$ cat config.mk
export PLATFORM = sky130hd
export DESIGN_NAME = pipeline_hazard_ctrl
export DESIGN_NICKNAME = d
export VERILOG_FILES = /design/src/rtl/pipeline_hazard_ctrl.sv
export SDC_FILE = /design/constraint.sdc
export NUM_CORES = 1
export LEC_CHECK = 0
export ABC_AREA = 1
export BUFFER_PORTS_ARGS = -buffer_cell sky130_fd_sc_hd__buf_2
export CORE_MARGIN = 10
export CORE_UTILIZATION = 40
export CTS_CLUSTER_SIZE = 28
export DETAILED_ROUTE_END_ITERATION = 8
export GPL_ROUTABILITY_DRIVEN = 1
export GPL_TIMING_DRIVEN = 0
export PLACE_DENSITY = 0.85
export SLEW_MARGIN = 20
export SYNTH_ARGS = -nofsm -noshare
export SYNTH_HDL_FRONTEND = slang
export SYNTH_SLANG_ARGS = --single-unit
$ cat constraint.sdc
create_clock -name Clk -period 2.8 [get_ports Clk]
set_clock_uncertainty 0.15 [all_clocks]
set_input_delay 0.56 -clock Clk [delete_from_list [all_inputs] [get_ports Clk]]
set_output_delay 0.56 -clock Clk [all_outputs]
set_load 0.1 [all_outputs]
$ cat src/rtl/pipeline_hazard_ctrl.sv
// pipeline_hazard_ctrl: hazard controller for a 5-stage in-order pipeline.
// It computes the operand forwarding selects, load-use stalls, redirect
// flushes and memory-busy freezes. Control outputs are combinational in the
// current inputs and the registered State.
// The optional macro HAZARD_STAT_EN adds saturating 16-bit stall/flush
// statistics counters. When the macro is undefined, the counter ports are
// tied to zero.
module pipeline_hazard_ctrl (
  input  logic        Clk,
  input  logic        Clrn,
  input  logic        En,
  input  logic [4:0]  Rs,
  input  logic [4:0]  Rt,
  input  logic        Use_Rs,
  input  logic        Use_Rt,
  input  logic [4:0]  E_Rd,
  input  logic        E_Wreg,
  input  logic        E_Mem2reg,
  input  logic [4:0]  M_Rd,
  input  logic        M_Wreg,
  input  logic [1:0]  Pcsrc,
  input  logic        Mem_Busy,
  output logic        PC_En,
  output logic        IFID_En,
  output logic        IFID_Flush,
  output logic        IDEX_Flush,
  output logic [1:0]  FwdA,
  output logic [1:0]  FwdB,
  output logic [1:0]  State,
  output logic [15:0] Stall_Cnt,
  output logic [15:0] Flush_Cnt
);

  typedef enum logic [1:0] {
    RUN    = 2'b00,
    STALL  = 2'b01,
    FLUSH  = 2'b10,
    FREEZE = 2'b11
  } state_t;

  state_t state_q;
  state_t state_d;

  logic ex_rs;
  logic ex_rt;
  logic mem_rs;
  logic mem_rt;
  logic redirect;
  logic load_use;
  logic stall_act;
  logic flush_act;

  assign State = state_q;

  // Detect dependences of the ID operands on the EX and MEM destinations.
  // Register 0 never produces a dependence.
  always_comb begin
    ex_rs    = E_Wreg && (E_Rd != 5'd0) && (E_Rd == Rs) && Use_Rs;
    ex_rt    = E_Wreg && (E_Rd != 5'd0) && (E_Rd == Rt) && Use_Rt;
    mem_rs   = M_Wreg && (M_Rd != 5'd0) && (M_Rd == Rs) && Use_Rs;
    mem_rt   = M_Wreg && (M_Rd != 5'd0) && (M_Rd == Rt) && Use_Rt;
    redirect = (Pcsrc != 2'b00);
    // No load-use detection in FLUSH, because ID holds a bubble.
    // No detection in STALL either, because the load has already moved on to MEM.
    load_use = E_Mem2reg && (ex_rs || ex_rt) &&
               (state_q != FLUSH) && (state_q != STALL);
    stall_act = Clrn && En && !Mem_Busy && !redirect && load_use;
    flush_act = Clrn && En && !Mem_Busy && redirect;
  end

  // Resolve the per-cycle priority: hold > freeze > redirect > load-use > normal.
  always_comb begin
    PC_En      = 1'b1;
    IFID_En    = 1'b1;
    IFID_Flush = 1'b0;
    IDEX_Flush = 1'b0;
    FwdA       = 2'b00;
    FwdB       = 2'b00;
    state_d    = RUN;
    if (!Clrn) begin
      state_d = RUN;
    end else begin
      // An EX result is forwarded only when it is not a load, which is still in flight.
      if (ex_rs && !E_Mem2reg)  FwdA = 2'b01;
      else if (mem_rs)          FwdA = 2'b10;
      if (ex_rt && !E_Mem2reg)  FwdB = 2'b01;
      else if (mem_rt)          FwdB = 2'b10;
      if (!En) begin
        PC_En   = 1'b0;
        IFID_En = 1'b0;
        state_d = state_q;
      end else if (Mem_Busy) begin
        PC_En   = 1'b0;
        IFID_En = 1'b0;
        state_d = FREEZE;
      end else if (redirect) begin
        IFID_Flush = 1'b1;
        IDEX_Flush = 1'b1;
        state_d    = FLUSH;
      end else if (load_use) begin
        PC_En      = 1'b0;
        IFID_En    = 1'b0;
        IDEX_Flush = 1'b1;
        state_d    = STALL;
      end else begin
        state_d = RUN;
      end
    end
  end

  // State register: advances only on enabled cycles.
  always_ff @(posedge Clk or negedge Clrn) begin
    if (!Clrn) begin
      state_q <= RUN;
    end else if (En) begin
      state_q <= state_d;
    end
  end

`ifdef HAZARD_STAT_EN
  logic [15:0] stall_cnt_q;
  logic [15:0] flush_cnt_q;

  // Saturating event counters. stall_act and flush_act already include En.
  always_ff @(posedge Clk or negedge Clrn) begin
    if (!Clrn) begin
      stall_cnt_q <= 16'd0;
      flush_cnt_q <= 16'd0;
    end else begin
      if (stall_act && (stall_cnt_q != 16'hFFFF)) stall_cnt_q <= stall_cnt_q + 16'd1;
      if (flush_act && (flush_cnt_q != 16'hFFFF)) flush_cnt_q <= flush_cnt_q + 16'd1;
    end
  end

  assign Stall_Cnt = stall_cnt_q;
  assign Flush_Cnt = flush_cnt_q;
`else
  logic unused_act;

  // Statistics are disabled, so the ports are tied to zero.
  assign unused_act = stall_act ^ flush_act;
  assign Stall_Cnt  = 16'd0;
  assign Flush_Cnt  = 16'd0;
`endif

endmodule

Word level (Yosys, flattened, before mapping)
Cells that the tools add are included.
- reductions and logical operators: 20
- mux-type cells: 24
- eq/ne operators: 6
- operator list (operator ; count):
    5-bit equality test ; 4
    2-bit 2-to-1 mux ; 9
    1-bit logical AND ; 15
    1-bit 2-to-1 mux ; 15
    5-bit nonzero test ; 2
    2-bit by 1-bit inequality test with 1-bit output (second input constant) ; 1
    2-bit inequality test (second input constant) ; 1
    2-bit nonzero test ; 1
    1-bit logical NOT ; 1
    1-bit logical OR ; 1
- output and inout bits: 42
- register bits after elaboration: 2
- logic and storage cells: 51
- input port bits: 31

Longest topological paths before layout
- word-level depth: 13
- depth in mapped cells: 11
- depth with buffers taken out: 11

Worst setup path after synthesis
Ideal clock, no wire load.
- path type: flip-flop to output port
- start: reg state_q[1] (netlist: State[1])
- end: out IDEX_Flush
- setup slack: -0.786 ns
- data required time: 2.090 ns
- arrival: 2.876 ns
- buffers on the path: 0
- stages on the path, launching flop included: 5
- path through: dfrtp_1 > o21ai_0 > a21oi_1 > nand2_1 > a21oi_1
- longest elaborated chain between the ends: 8
- elaborated cells between the ends (all ways): 9
- classes of those cells: eq/ne: 2; mux: 5; reduce/logical: 2
- ends and longest elaborated chain (element ; RTL line ; source):
    from (decl) ; 41 ; state_t state_q;
    from (signal assigned) ; 116 ; state_q <= state_d;
    2-bit inequality test ; 66 ; (state_q != FLUSH) && (state_q != STALL);
    1-bit logical AND ; 65 ; load_use = E_Mem2reg && (ex_rs || ex_rt) &&
    1-bit logical AND * ; 66 ;
    1-bit 2-to-1 mux * ; 100 ; end else if (load_use) begin
    1-bit 2-to-1 mux * ; 96 ; end else if (redirect) begin
    1-bit 2-to-1 mux * ; 92 ; end else if (Mem_Busy) begin
    1-bit 2-to-1 mux * ; 88 ; if (!En) begin
    1-bit 2-to-1 mux * ; 80 ; if (!Clrn) begin
    to (decl) ; 26 ; output logic IDEX_Flush,
Every way passes the cells marked *; elsewhere a longest branch is shown, timed or not.

Worst setup path in the final report
- start: in Clrn
- end: out FwdA[1]
- longest elaborated chain between the ends: 1
- ends and longest elaborated chain (element ; RTL line ; source):
    from (decl) ; 10 ; input logic Clrn,
    2-bit 2-to-1 mux ; 80 ;
    to (decl) ; 27 ; output logic [1:0] FwdA,
No other way between the ends.

==> results.cfg <==
[route]
drc_errors = 0
wl_met3_microns = 343
wl_met1_microns = 807
drt_iter0_markers = 16
antenna_left = 0
firstDrtPassIters = 4
route.final.wire_length_mm = 2.40
vias = 984
detail_route.wl_per_cell_microns = 9.90
drt-vias-per-instance = 4.07
dr_wl_met2_mm = 1.23
top_layer_used = met4

[run]
max-cap-violations = 0

[critical_path]
rr_worst_depth = 7
r2r-end = State[0]$_DFFE_PN0P_
worstSetupPathType = in -> out
path_buf_inv = 4
start_kind = input pin
cpPeakStageDelay_ps = 520
reg2reg_setup_slack_ps = 1580
cpMostUsedCell = nand4_1
critPathSlowestCell = dlygate4sd3_1
crit_path_end_kind = output pin
path_cells = dlygate4sd3_1, buf_2, nand4_1, nor2_1, nand4_1, inv_1, clkbuf_4
crit_fanout = 7
worst_ep_arrival_time_ps = 1970
critPathTopFamily = buffers and inverters
cp.required_ps = 2090
r2r-start = State[0]$_DFFE_PN0P_

[timing]
min_period_over_period = 0.957
hold_viol_final = 0
setup_viol = 0
fmax_mhz = 373
drv_slew = 0
setup_tns_ps = 0
rsz0062_at_grt = no
fin_crit_ps = 2680

[placement]
gp_congestion = 0.850
dp_hpwl_mm = 2.22
io_buffer_count = 40

[power]
max-vdd-ir-drop_uv = 255
pwr_density_cell_nw_per_um2 = 378
p_leak_nw = 0.782

[yosys]
synthCells = 140
ys_seq_area_frac = 0.0617
synth_top_area_cell = buf_4
yosys-top-cells-area = buf_4 31%, nand2_1 13%, inv_1 8.8%
synth_area_per_cell_sq_um = 5.79
synth_edf_count = 0
synthArstFlopShare = 1.00
ys_ff_latch = 2
synth_top_cells_by_count = 33 x buf_4, 28 x nand2_1, 19 x inv_1, 12 x nor2_1, 6 x nand4_1
syn_area_sq_um = 811
yosysMostFrequentCell = buf_4
synthFlopType = dfrtp_1
ys_types = 22
yosysWarnings = 0
synth_top_cell_area_share = 0.306

[floorplanning]
die_h_microns = 65.0
core_region_area_sq_um = 1940
start_util = 0.418
die_area_sq_um = 4230
ios = 73
die_w_microns = 65.0
row_count = 16

[cells_and_area]
finalNetCount = 248
antenna_cells = 0
nFillCells = 185
area_delta_synth_final_pct = 51.1
utilization = 0.631
largest_reg_flops = 2
drive_gt1_frac = 0.447

[grt]
grt_overflow_total = 0
track_usage = 0.106
grt_max_degree = 8
antenna_found_initial = 0
grt_pass1_vias = 909
grt_pass1_wl_mm = 3.73

[cts]
htree_levels = 1
clock_latency_ps = 230
clockRootBuffer = clkbuf_4
cts_setup_buffers = 0
cts_buffers = 3
clk_pin_slew_ps = 30
clock_path_buffers = 2
cts_tree = built
cts.sinks = 2

[worst_hold_path]
worstHoldStart = State[0]$_DFFE_PN0P_
min_to = State[0]$_DFFE_PN0P_
min_path_cells = 2
hold_class = reg -> reg

[status]
status = complete, no violations
-- metal layers --
layer	vias to the layer above	GRT usage
met3	2	0.0808
met2	39	0.195
li1	532	-
met4	0	0.0160
met1	411	0.0920
met5	-	0
-- per-stage QoR --
step | hold WS (ps) | area (sq um) | power [mW] | instances | setup WS [ps]
2_1_floorplan | 114 | 948 | 0.348 | 171 | 63.5
3_3_place_gp | 236 | 1180 | 0.392 | 238 | 198
3_5_place_dp | 240 | 1180 | 0.392 | 238 | 183
4_1_cts | 352 | 1210 | 0.462 | 242 | 22.4
5_1_grt | 393 | 1220 | 0.486 | 242 | 6.97
6_report | 347 | 1220 | 0.464 | 242 | 121
-- kinds of logic (layout without fill, tap and decap cells) --
group,Yosys count,in the layout,share of synthesized area
and+or+nand+nor,60,60,0.358
buffers and inverters,56,100,0.412
AOI/OAI and AO/OA,17,17,0.120
xor gates and xnor gates,4,4,0.0432
DFF,2,2,0.0617
other,1,32,0.00463
-- area by class of cell --
| class | count | area, sq um | area share |
|---|---|---|---|
| plain buffers | 33 | 248 | 0.202 |
| clock buffers | 3 | 22.5 | 0.0184 |
| inverters | 23 | 86.3 | 0.0705 |
| multi-input cells | 113 | 562 | 0.459 |
| flip-flops and latches | 2 | 52.6 | 0.0429 |
| well taps | 27 | 33.8 | 0.0276 |
| repair buffers | 41 | 220 | 0.180 |
-- worst max-delay path by stage --
stage | from | slack, ps | to | cells after the start
after floorplan | En | 60 | IFID_Flush | 4
after global placement | E_Rd[0] | 200 | PC_En | 12
after detailed placement | E_Rd[0] | 180 | PC_En | 12
after CTS | Clrn | 20 | IDEX_Flush | 7
after global routing | Clrn | 7 | FwdA[1] | 7
final | Clrn | 120 | FwdA[1] | 7
-- report_power, final --
group	internal (mW)	switching [mW]
clock network	0.0475	0.0190
registers	0.0321	0.00190
logic	0.0742	0.289
-- worst reg2reg max path: cells and delay by family (launching register included) --
kind,cells,cell delay (ps)
DFF,1,390
and+or+nand+nor,4,270
AOI/OAI and AO/OA,2,270
buffers and inverters,1,70
-- repair_timing --
action                                  in CTS  in global routing
resized for setup                            0                  4
hold endpoints to repair                     2                  0
hold buffers                                 1                  0
endpoints found under the setup margin       0                  4
-- cell usage in the layout, fill, tap and decap left out --
cell type / n
buf_4: 33
dfrtp_2: 2
buf_2: 36
nand2_1: 27
inv_2: 4
nand4_1: 6
o22ai_1: 2
nor2_2: 4
inv_1: 19
a21oi_1: 4
a21oi_4: 1
nand3_1: 3
nor2_4: 1
a221oi_1: 2
o21ai_0: 5
nor3_1: 1
xor2_1: 2
clkbuf_4: 7
o21ai_1: 2
xnor2_1: 2
nand2_2: 4
conb_1: 32
a21boi_1: 1
dlygate4sd3_1: 1
nor2_1: 10
nand3_2: 4
Note: power is estimated with default switching activity, not from simulation.
